[config.mk]
export PLATFORM = sky130hd
export DESIGN_NAME = alu_sequencer
export DESIGN_NICKNAME = d
export VERILOG_FILES = /design/src/rtl/alu_sequencer.sv
export SDC_FILE = /design/constraint.sdc
export NUM_CORES = 1
export LEC_CHECK = 0
export ABC_CLOCK_PERIOD_IN_PS = 7700
export BUFFER_PORTS_ARGS = -buffer_cell sky130_fd_sc_hd__buf_2
export CORE_MARGIN = 5
export CORE_UTILIZATION = 40
export CTS_BUF_LIST = sky130_fd_sc_hd__clkbuf_16
export DETAILED_ROUTE_END_ITERATION = 10
export PLACE_DENSITY_LB_ADDON = 0.12
export SLEW_MARGIN = 20
export SYNTH_ARGS = -nofsm -noshare
export SYNTH_HDL_FRONTEND = slang
export SYNTH_SLANG_ARGS = --single-unit
[constraint.sdc]
create_clock -name clk -period 7.7 [get_ports clk]
set_input_delay 0.77 -clock clk [delete_from_list [all_inputs] [get_ports clk]]
set_output_delay 0.77 -clock clk [all_outputs]
set_load 0.05 [all_outputs]
[src/rtl/alu_sequencer.sv]
`timescale 1ns/1ps
`default_nettype none
// +-------------------------------------------------------------------------+
// | alu_sequencer: multi-cycle MIPS-I issue/writeback controller for the ALU |
// | Optional: ALU_SEQ_OVF_TRAP_EN adds ADD/SUB signed-overflow trap.          |
// | Revision: 1.0                                                             |
// +-------------------------------------------------------------------------+
module alu_sequencer #(
  parameter int RF_AW    = 5,
  parameter int LINK_REG = 31
) (
  input  logic             clk,
  input  logic             reset_n,
  input  logic             instr_valid,
  output logic             instr_ready,
  input  logic [31:0]      instr,
  input  logic [31:0]      pc,
  output logic [RF_AW-1:0] rf_raddr,
  input  logic [31:0]      rf_rdata,
  output logic             rf_we,
  output logic [RF_AW-1:0] rf_waddr,
  output logic [31:0]      rf_wdata,
  output logic [31:0]      alu_rs,
  output logic [31:0]      alu_rt,
  output logic [4:0]       alu_sa,
  output logic [4:0]       alu_op,
  input  logic [31:0]      alu_result,
  input  logic             alu_branch,
  output logic             done,
  output logic             branch_taken,
  output logic [31:0]      branch_target,
  output logic             illegal
`ifdef ALU_SEQ_OVF_TRAP_EN
  ,
  output logic             ovf_trap
`endif
);

  localparam logic [4:0] c_ALU_ADD  = 5'd0;
  localparam logic [4:0] c_ALU_ADDU = 5'd1;
  localparam logic [4:0] c_ALU_SUB  = 5'd2;
  localparam logic [4:0] c_ALU_SUBU = 5'd3;
  localparam logic [4:0] c_ALU_AND  = 5'd4;
  localparam logic [4:0] c_ALU_OR   = 5'd5;
  localparam logic [4:0] c_ALU_XOR  = 5'd6;
  localparam logic [4:0] c_ALU_NOR  = 5'd7;
  localparam logic [4:0] c_ALU_SLT  = 5'd8;
  localparam logic [4:0] c_ALU_SLTU = 5'd9;
  localparam logic [4:0] c_ALU_SLL  = 5'd10;
  localparam logic [4:0] c_ALU_SLLV = 5'd11;
  localparam logic [4:0] c_ALU_SRA  = 5'd12;
  localparam logic [4:0] c_ALU_SRAV = 5'd13;
  localparam logic [4:0] c_ALU_BEQ  = 5'd14;
  localparam logic [4:0] c_ALU_BNE  = 5'd15;
  localparam logic [4:0] c_ALU_BLTZ = 5'd16;
  localparam logic [4:0] c_ALU_BGEZ = 5'd17;

  localparam logic [5:0] c_OPC_SPECIAL = 6'h00;
  localparam logic [5:0] c_OPC_REGIMM  = 6'h01;
  localparam logic [5:0] c_OPC_BEQ     = 6'h04;
  localparam logic [5:0] c_OPC_BNE     = 6'h05;
  localparam logic [5:0] c_OPC_ANDI    = 6'h0C;
  localparam logic [5:0] c_OPC_ORI     = 6'h0D;
  localparam logic [5:0] c_OPC_XORI    = 6'h0E;

  localparam logic [4:0] c_RT_BLTZ   = 5'h00;
  localparam logic [4:0] c_RT_BGEZ   = 5'h01;
  localparam logic [4:0] c_RT_BLTZAL = 5'h10;
  localparam logic [4:0] c_RT_BGEZAL = 5'h11;

  localparam logic [RF_AW-1:0] c_LINK = RF_AW'(LINK_REG);

  typedef enum logic [2:0] {
    S_IDLE  = 3'd0,
    S_RD_RS = 3'd1,
    S_RD_RT = 3'd2,
    S_EXEC  = 3'd3,
    S_WB    = 3'd4
  } state_t;

  state_t r_state;
  state_t w_next;

  logic [4:0]       w_op;
  logic [RF_AW-1:0] w_dest;
  logic             w_has_dest;
  logic             w_imm_mode;
  logic             w_regimm;
  logic             w_branch;
  logic             w_link;
  logic             w_illegal;

  logic [4:0]       r_rs;
  logic [4:0]       r_rt;
  logic [15:0]      r_imm16;
  logic [31:0]      r_pc;
  logic [RF_AW-1:0] r_dest;
  logic             r_has_dest;
  logic             r_imm_mode;
  logic             r_regimm;
  logic             r_branch;
  logic             r_link;
  logic             r_illegal;
  logic [31:0]      r_result;
  logic             r_alu_br;

  logic [31:0]      w_pc_plus8;
  logic [31:0]      w_target;
  logic             w_ovf;

  always_comb begin
    w_op       = c_ALU_ADDU;
    w_illegal  = 1'b0;
    w_has_dest = 1'b0;
    w_dest     = RF_AW'(instr[15:11]);
    w_imm_mode = 1'b0;
    w_regimm   = 1'b0;
    w_branch   = 1'b0;
    w_link     = 1'b0;
    case (instr[31:26])
      c_OPC_SPECIAL: begin
        w_has_dest = 1'b1;
        case (instr[5:0])
          6'h20:   w_op = c_ALU_ADD;
          6'h21:   w_op = c_ALU_ADDU;
          6'h24:   w_op = c_ALU_AND;
          6'h27:   w_op = c_ALU_NOR;
          6'h25:   w_op = c_ALU_OR;
          6'h00:   w_op = c_ALU_SLL;
          6'h04:   w_op = c_ALU_SLLV;
          6'h2A:   w_op = c_ALU_SLT;
          6'h2B:   w_op = c_ALU_SLTU;
          6'h03:   w_op = c_ALU_SRA;
          6'h07:   w_op = c_ALU_SRAV;
          6'h22:   w_op = c_ALU_SUB;
          6'h23:   w_op = c_ALU_SUBU;
          6'h26:   w_op = c_ALU_XOR;
          default: begin
            w_illegal  = 1'b1;
            w_has_dest = 1'b0;
          end
        endcase
      end
      c_OPC_ANDI, c_OPC_ORI, c_OPC_XORI: begin
        w_op       = (instr[31:26] == c_OPC_ANDI) ? c_ALU_AND :
                     (instr[31:26] == c_OPC_ORI)  ? c_ALU_OR  : c_ALU_XOR;
        w_imm_mode = 1'b1;
        w_has_dest = 1'b1;
        w_dest     = RF_AW'(instr[20:16]);
      end
      c_OPC_BEQ: begin
        w_op     = c_ALU_BEQ;
        w_branch = 1'b1;
      end
      c_OPC_BNE: begin
        w_op     = c_ALU_BNE;
        w_branch = 1'b1;
      end
      c_OPC_REGIMM: begin
        w_regimm = 1'b1;
        w_branch = 1'b1;
        case (instr[20:16])
          c_RT_BLTZ: w_op = c_ALU_BLTZ;
          c_RT_BGEZ: w_op = c_ALU_BGEZ;
          c_RT_BLTZAL, c_RT_BGEZAL: begin
            w_op       = (instr[20:16] == c_RT_BLTZAL) ? c_ALU_BLTZ : c_ALU_BGEZ;
            w_link     = 1'b1;
            w_has_dest = 1'b1;
            w_dest     = c_LINK;
          end
          default: begin
            w_illegal = 1'b1;
            w_regimm  = 1'b0;
            w_branch  = 1'b0;
          end
        endcase
      end
      default: w_illegal = 1'b1;
    endcase
  end

  always_ff @(posedge clk or negedge reset_n) begin
    if (!reset_n) begin
      r_state <= S_IDLE;
    end else begin
      r_state <= w_next;
    end
  end

  always_ff @(posedge clk or negedge reset_n) begin
    if (!reset_n) begin
      r_rs       <= '0;
      r_rt       <= '0;
      r_imm16    <= '0;
      r_pc       <= '0;
      r_dest     <= '0;
      r_has_dest <= 1'b0;
      r_imm_mode <= 1'b0;
      r_regimm   <= 1'b0;
      r_branch   <= 1'b0;
      r_link     <= 1'b0;
      r_illegal  <= 1'b0;
      r_result   <= '0;
      r_alu_br   <= 1'b0;
      alu_rs     <= '0;
      alu_rt     <= '0;
      alu_sa     <= '0;
      alu_op     <= '0;
    end else begin
      case (r_state)
        S_IDLE: begin
          if (instr_valid) begin
            r_rs       <= instr[25:21];
            r_rt       <= instr[20:16];
            r_imm16    <= instr[15:0];
            r_pc       <= pc;
            r_dest     <= w_dest;
            r_has_dest <= w_has_dest;
            r_imm_mode <= w_imm_mode;
            r_regimm   <= w_regimm;
            r_branch   <= w_branch;
            r_link     <= w_link;
            r_illegal  <= w_illegal;
            alu_op     <= w_op;
          end
        end
        S_RD_RS: alu_rs <= rf_rdata;
        S_RD_RT: begin
          // Shift amount occupies instr[10:6], which lies inside the kept imm16.
          alu_sa <= r_imm16[10:6];
          if (r_imm_mode) begin
            alu_rt <= {16'h0000, r_imm16};
          end else if (r_regimm) begin
            alu_rt <= '0;
          end else begin
            alu_rt <= rf_rdata;
          end
        end
        S_EXEC: begin
          r_result <= alu_result;
          r_alu_br <= alu_branch;
        end
        default: ;
      endcase
    end
  end

  assign w_pc_plus8 = r_pc + 32'd8;
  assign w_target   = r_pc + 32'd4 + {{14{r_imm16[15]}}, r_imm16, 2'b00};

`ifdef ALU_SEQ_OVF_TRAP_EN
  logic r_ovf_chk;
  logic r_is_sub;

  always_ff @(posedge clk or negedge reset_n) begin
    if (!reset_n) begin
      r_ovf_chk <= 1'b0;
      r_is_sub  <= 1'b0;
    end else if (r_state == S_IDLE && instr_valid) begin
      r_ovf_chk <= !w_illegal && (w_op == c_ALU_ADD || w_op == c_ALU_SUB);
      r_is_sub  <= (w_op == c_ALU_SUB);
    end
  end

  // Operands stay in alu_rs/alu_rt through WB, so overflow is judged there.
  assign w_ovf    = r_ovf_chk && (alu_rs[31] != r_result[31]) &&
                    (r_is_sub ? (alu_rs[31] != alu_rt[31]) : (alu_rs[31] == alu_rt[31]));
  assign ovf_trap = (r_state == S_WB) && w_ovf;
`else
  assign w_ovf = 1'b0;
`endif

  always_comb begin
    w_next        = r_state;
    instr_ready   = 1'b0;
    rf_raddr      = '0;
    rf_we         = 1'b0;
    rf_waddr      = '0;
    rf_wdata      = '0;
    done          = 1'b0;
    branch_taken  = 1'b0;
    branch_target = '0;
    illegal       = 1'b0;
    case (r_state)
      S_IDLE: begin
        instr_ready = 1'b1;
        if (instr_valid) w_next = S_RD_RS;
      end
      S_RD_RS: begin
        rf_raddr = RF_AW'(r_rs);
        w_next   = S_RD_RT;
      end
      S_RD_RT: begin
        rf_raddr = RF_AW'(r_rt);
        w_next   = S_EXEC;
      end
      S_EXEC: w_next = S_WB;
      S_WB: begin
        w_next        = S_IDLE;
        done          = 1'b1;
        rf_we         = r_has_dest && (r_dest != '0) && !w_ovf;
        rf_waddr      = r_dest;
        rf_wdata      = r_link ? w_pc_plus8 : r_result;
        branch_taken  = r_branch && r_alu_br;
        branch_target = w_target;
        illegal       = r_illegal;
      end
      default: w_next = S_IDLE;
    endcase
  end

endmodule
`default_nettype wire

==> impl_metrics.yaml, run 1 <==
sta:
  period_needed_ps: 4520
  period_share: 0.588
  tightestPinTransition_ps: 1040
  worst_clock_skew_ps: 18.9
  hold_violations: 0
  fin_setup_tns_ps: 0
  setup_viol: 0
  maxSlewHeadroom: 0.305
  timing.final.max_slew_violations: 0
  fmaxAchievable_mhz: 221
  rsz0062_at_grt: "no"
clock_tree:
  cts_tree: "built"
  cts.sinks: 179
  hold_buffers: 0
  clk_pin_slew_ps: 80
  root_buffer: "clkbuf_16"
  worstSkewPairLatency_ps: 440
  cts-buffers-inserted: 17
  cts_resized: 0
  cts_setup_buffers: 0
  clockBufferDepth: 2
  h-tree-depth: 4
logic_synthesis:
  synth_ff_type: "dfrtp_1"
  yosysUniqueCellTypes: 60
  synth_async_sr_flop_share: 1.00
  syn_area_sq_mm: 0.0101
  synth_area_leaders: "dfrtp_1, nand2_1, ha_1, nor2_1, mux2_2"
  seq_area_frac_synth: 0.442
  syn_area_per_cell_sq_um: 8.59
  synth_nets: 1370
  synth_top_area_frac: 0.442
  syn_inst: 1179
  ys_warn_count: 0
  synth_largest_area_cell: "dfrtp_1"
  synth_enable_flop_cells: 0
  ys_ff_latch: 179
worst_setup_path:
  cp_max_fo: 17
  cp-start-kind: "flip-flop"
  criticalPathCategory: "reg2out"
  worstPathRequired_ps: 6930
  timing.critical_path.to_type: "output port"
  crit_arrival_ps: 3750
power_and_ir_drop:
  power.total_mw: 6.43
  power.density_mw_per_mm2: 518
  ir_drop_uv: 279
  power_leakage_nw: 6.40
global_routing:
  grt_max_degree: 107
  grt_pass1_wl_mm: 52.3
  grt_pass1_vias: 9137
  overflow: 0
  grt_util_all_layers: 0.231
  antenna_found_initial: 2
floorplan:
  ios: 285
  rows: 58
  die_w_um: 169
  die_area_sq_mm: 0.0286
  start_util: 0.405
  design.core.area_sq_mm: 0.0250
  fp.dieH_um: 169
layout:
  antenna_cells: 0
  num-fill-cells: 2525
  multi_input_area_sq_mm: 0.00534
  drive_gt1_frac: 0.260
  seqCellArea_sq_mm: 0.00448
  fin_util: 0.495
  final_nets: 1623
  area_delta_synth_final_pct: 22.5
route:
  drt-pass1-iter-count: 5
  viasPerCell: 5.24
  ant_nets: 0
  detail_route.wl_per_cell_um: 18.9
  wl_mm: 33.6
  drtIter0Drc: 571
  vias: 9295
  drc: 0
placement:
  placement.io_buffers: 284
  place_congestion: 0.917
  hpwlAfterDp_mm: 25.1
job:
  drv_cap: 0
run_status:
  status: "finished, final reports clean"
min_path:
  hp-class: "in2async"
## worst paths after layout
kind / from / depth (start not counted) / to / slack, ps
worst max-delay path: r_imm16[15] / 10 / branch_target[30] / 3180
worst min-delay path: reset_n / 1 / r_result[21] / 370
worst max register to register: r_state[2] / 5 / r_result[10] / 5050
worst min register to register: alu_rt[17] / 2 / alu_rt[17] / 470
max in group asynchronous: reset_n / 2 / r_link / 6100
min in group clk: alu_rt[17] / 2 / alu_rt[17] / 470
## per-layer routing
metal,share of wire,up-vias,global-route usage
li1,-,4523,-
met1,0.46,4466,0.323
met2,0.46,275,0.366
met3,0.064,27,0.0553
met4,0.015,4,0.0522
met5,0.00062,-,0
## logic make-up (layout without fill, tap and decap cells)
logic type               count (synthesis)  in the layout  synth area share
XOR/XNOR                                49             49            0.0424
AO/OA/AOI/OAI                          190            190             0.125
multiplexers                            43             43            0.0464
adder cells (fa/ha/maj)                 59             59            0.0736
buffers and inverters                   77            343            0.0320
AND/OR/NAND/NOR                        582            582             0.238
flip-flops                             179            179             0.442
## worst max-delay path: stages (launching register included)
cell     delay [ps]
dfrtp_1         810
ha_1            350
ha_1            440
nand2_1         120
or4_1           550
nor2_1          100
o21ai_0         180
a21oi_1         260
nor3_1           70
nor3_1          160
buf_2           290
## layout by cell type, fill, tap and decap left out, drive strengths merged, types with 17 or more instances in the layout
master	instances
o21ai	45
a211oi	20
buf	293
dfrtp	179
ha	58
nand2	353
and3	20
mux2	32
inv	23
a21oi	55
nor2	119
nand3	38
clkbuf	18
xnor2	17
a221oi	18
xor2	32
## final cells by class
| cell class | instances | area share |
|---|---|---|
| multi-input combinational | 923 | 0.430 |
| timing repair buffer | 294 | 0.122 |
| tap | 330 | 0.0333 |
| clock buffer | 17 | 0.0343 |
| sequential | 179 | 0.361 |
| clock inverter | 15 | 0.0140 |
| inverter | 17 | 0.00514 |
## sequential cells by signal, summed over array words and instances, names as in the netlist, 3 cells and up
name      cells
alu_sa        5
r_imm16      16
r_state       3
alu_rt       32
alu_rs       32
alu_op        5
r_rs          5
r_dest        5
r_rt          5
r_pc         32
r_result     32
## power by group
group / internal (mW) / switching (mW)
clock: 0.440 / 0.450
sequential: 1.39 / 0.423
combinational: 1.15 / 2.58
total: 2.98 / 3.45
## cell usage after synthesis, types with 9 or more instances
library cell    n
nand2_1       353
dfrtp_1       179
nor2_1        119
ha_1           58
a21oi_1        53
clkbuf_1       50
o21ai_0        44
nand3_1        38
mux2_2         32
xor2_1         32
a211oi_1       20
and3_1         20
a221oi_1       18
xnor2_1        17
inv_1          16
and2_1         11
mux2i_1        11
nor3_1         11
nand4_1         9
## metrics by stage
stage          worst slack (ps)  std cells  hold WS [ps]  instance area, sq um
3_5_place_dp               3620       1743           450                 11800
5_1_grt                    2920       1775           457                 12400
4_1_cts                    3130       1775           462                 12400
6_report                   3180       1775           375                 12400
3_3_place_gp               3680       1743           445                 11800
2_1_floorplan              3440       1179           437                 10100
Note: power is estimated with default switching activity, not from simulation.
==> inputs of run 2 (changes only) <==
- ABC_CLOCK_PERIOD_IN_PS: 7700 -> 3700
- clock period: 7.7 -> 3.7 ns (I/O delays scaled with it)
==> impl_metrics.yaml, run 2 (synthesis results as in run 1) <==
global_routing:
  overflow: 0
  grt_max_degree: 80
  grt_util_all_layers: 0.233
  antenna_found_initial: 2
  grt_pass1_vias: 9121
  grt_pass1_wl_mm: 52.6
worst_setup_path:
  critPathMaxStageDelay_ps: 460
  timing.critical_path.to_type: "output port"
  slowest_stage: "dfrtp_2"
  crit_path_cell_trace: "ha_4 > ha_4 > inv_2 > fa_2 > nand2b_4 > a21o_1 > a31o_4 > a41oi_4 > nand4_1 > and3_1 > nor3_2 > buf_6"
  crit_arrival_ps: 3340
  worstPathRequired_ps: 3330
  reg2regPathDepth: 4
  cp-start-kind: "flip-flop"
  criticalPathCategory: "reg2out"
  r2r_slack_ps: 1530
  cp_max_fo: 4
  cpMostUsedCell: "ha_4"
  rr_startpoint: "r_state[2]"
  regToRegEndpoint: "alu_rt[15]"
power_and_ir_drop:
  power.total_mw: 14.1
  power.density_mw_per_mm2: 1090
  power.share.switching: 0.531
  intPower_mw: 6.64
  power_leakage_nw: 6.55
  clkPwrFrac: 0.141
  combPwrFrac: 0.593
  power.switching_mw: 7.51
  ir_drop_uv: 524
  pwr-share-seq: 0.266
sta:
  hold_violations: 0
  period_needed_ps: 3710
  period_share: 1.00
  worst_clock_skew_ps: 20.8
  fin_setup_tns_ps: -6.07
  setup_viol: 1
  rsz0062_at_grt: "yes"
  fin_ws_ps: -6.07
  maxSlewHeadroom: 0.405
  holdWs_ps: 111
  tightestPinTransition_ps: 890
  timing.final.max_slew_violations: 0
  fmaxAchievable_mhz: 270
layout:
  antenna_cells: 0
  layout_common_cells: "nand2_1, buf_2, dfrtp_1"
  area_delta_synth_final_pct: 27.9
  drive_gt1_frac: 0.301
  num-fill-cells: 2398
  final_nets: 1648
  design_area_sq_mm: 0.0130
  fin_cells: 1800
  fin_util: 0.517
  final_common_cell: "nand2_1"
job:
  drv_cap: 0
clock_tree:
  clk_pin_slew_ps: 80
  cts.sinks: 179
  worstSkewPairLatency_ps: 450
  clockBufferDepth: 2
  cts_tree: "built"
  h-tree-depth: 4
  cts-buffers-inserted: 17
  root_buffer: "clkbuf_16"
floorplan:
  die_area_sq_mm: 0.0286
  ios: 285
  rows: 58
  start_util: 0.405
  die_w_um: 169
  design.core.area_sq_mm: 0.0250
  fp.dieH_um: 169
route:
  drc: 0
  detail_route.wl_per_cell_um: 19.1
  drt-pass1-iter-count: 5
  viasPerCell: 5.23
  drtIter0Drc: 775
  ant_nets: 0
  vias: 9418
  wl_mm: 34.3
placement:
  pre_cts_slack_ps: 187
  postPlaceCellArea_sq_mm: 0.0119
  place_inst: 1754
  hpwlAfterDp_mm: 25.9
  placement.io_buffers: 284
  place_congestion: 0.884
min_path:
  hp-class: "in2reg"
  hold_end: "r_rs[3]"
  holdCritStartpoint: "instr[24]"
  holdPathStages: 3
run_status:
  status: "finished, violations left"
  violations: "setup timing"
-- run 2: timing repair --
action | CTS | global route
setup buffers | 5 | 8
setup endpoints to repair | 11 | 14
gates resized for setup | 18 | 49
pin swaps | 7 | 19
hold buffers | 1 | 0
hold endpoints to repair | 22 | 0
gates cloned | 0 | 0
-- run 2: layout make-up --
type                       instances  area [sq um]  share of cell area
multi-input combinational        923          5590               0.432
sequential                       179          4490               0.346
timing repair buffer             319          1750               0.135
clock buffer                      17           425              0.0328
tap                              330           413              0.0319
clock inverter                    15           225              0.0174
inverter                          17          63.8             0.00493
-- run 2: worst max path at each step --
| stage | from | to | slack (ps) | cells past startpoint |
|---|---|---|---|---|
| floorplan | r_pc[4] | branch_target[28] | 160 | 9 |
| global placement | r_pc[3] | branch_target[31] | 320 | 12 |
| detailed placement | r_pc[3] | branch_target[25] | 190 | 12 |
| CTS | r_imm16[2] | branch_target[28] | 10 | 10 |
| global route | r_pc[3] | branch_target[31] | -80 | 12 |
| finish | r_pc[3] | branch_target[31] | -6 | 12 |
-- run 2: power groups by stage --
| stage | clock network [mW] | logic [mW] | registers (mW) |
|---|---|---|---|
| finish | 1.99 | 8.39 | 3.77 |
| global route | 2.12 | 9.14 | 3.89 |
| CTS | 2.04 | 8.03 | 3.74 |
| detailed placement | 0 | 7.90 | 3.77 |
| global placement | 0 | 7.89 | 3.73 |
| floorplan | 0 | 4.71 | 4.80 |
-- run 2: critical path, delay by kind of cell, from the launching register on --
family | cells | cell delay, ps
DFF | 1 | 460
AOI/OAI and AO/OA | 3 | 810
and+or+nand+nor | 4 | 650
adders and majority gates | 3 | 760
buffers and inverters | 2 | 220
-- run 2: layer usage --
metal,vias up,GRT usage,part of all wire
met2,317,0.365,0.46
li1,4567,-,-
met5,-,0,0.00061
met3,41,0.0551,0.068
met4,4,0.0578,0.019
met1,4489,0.328,0.46
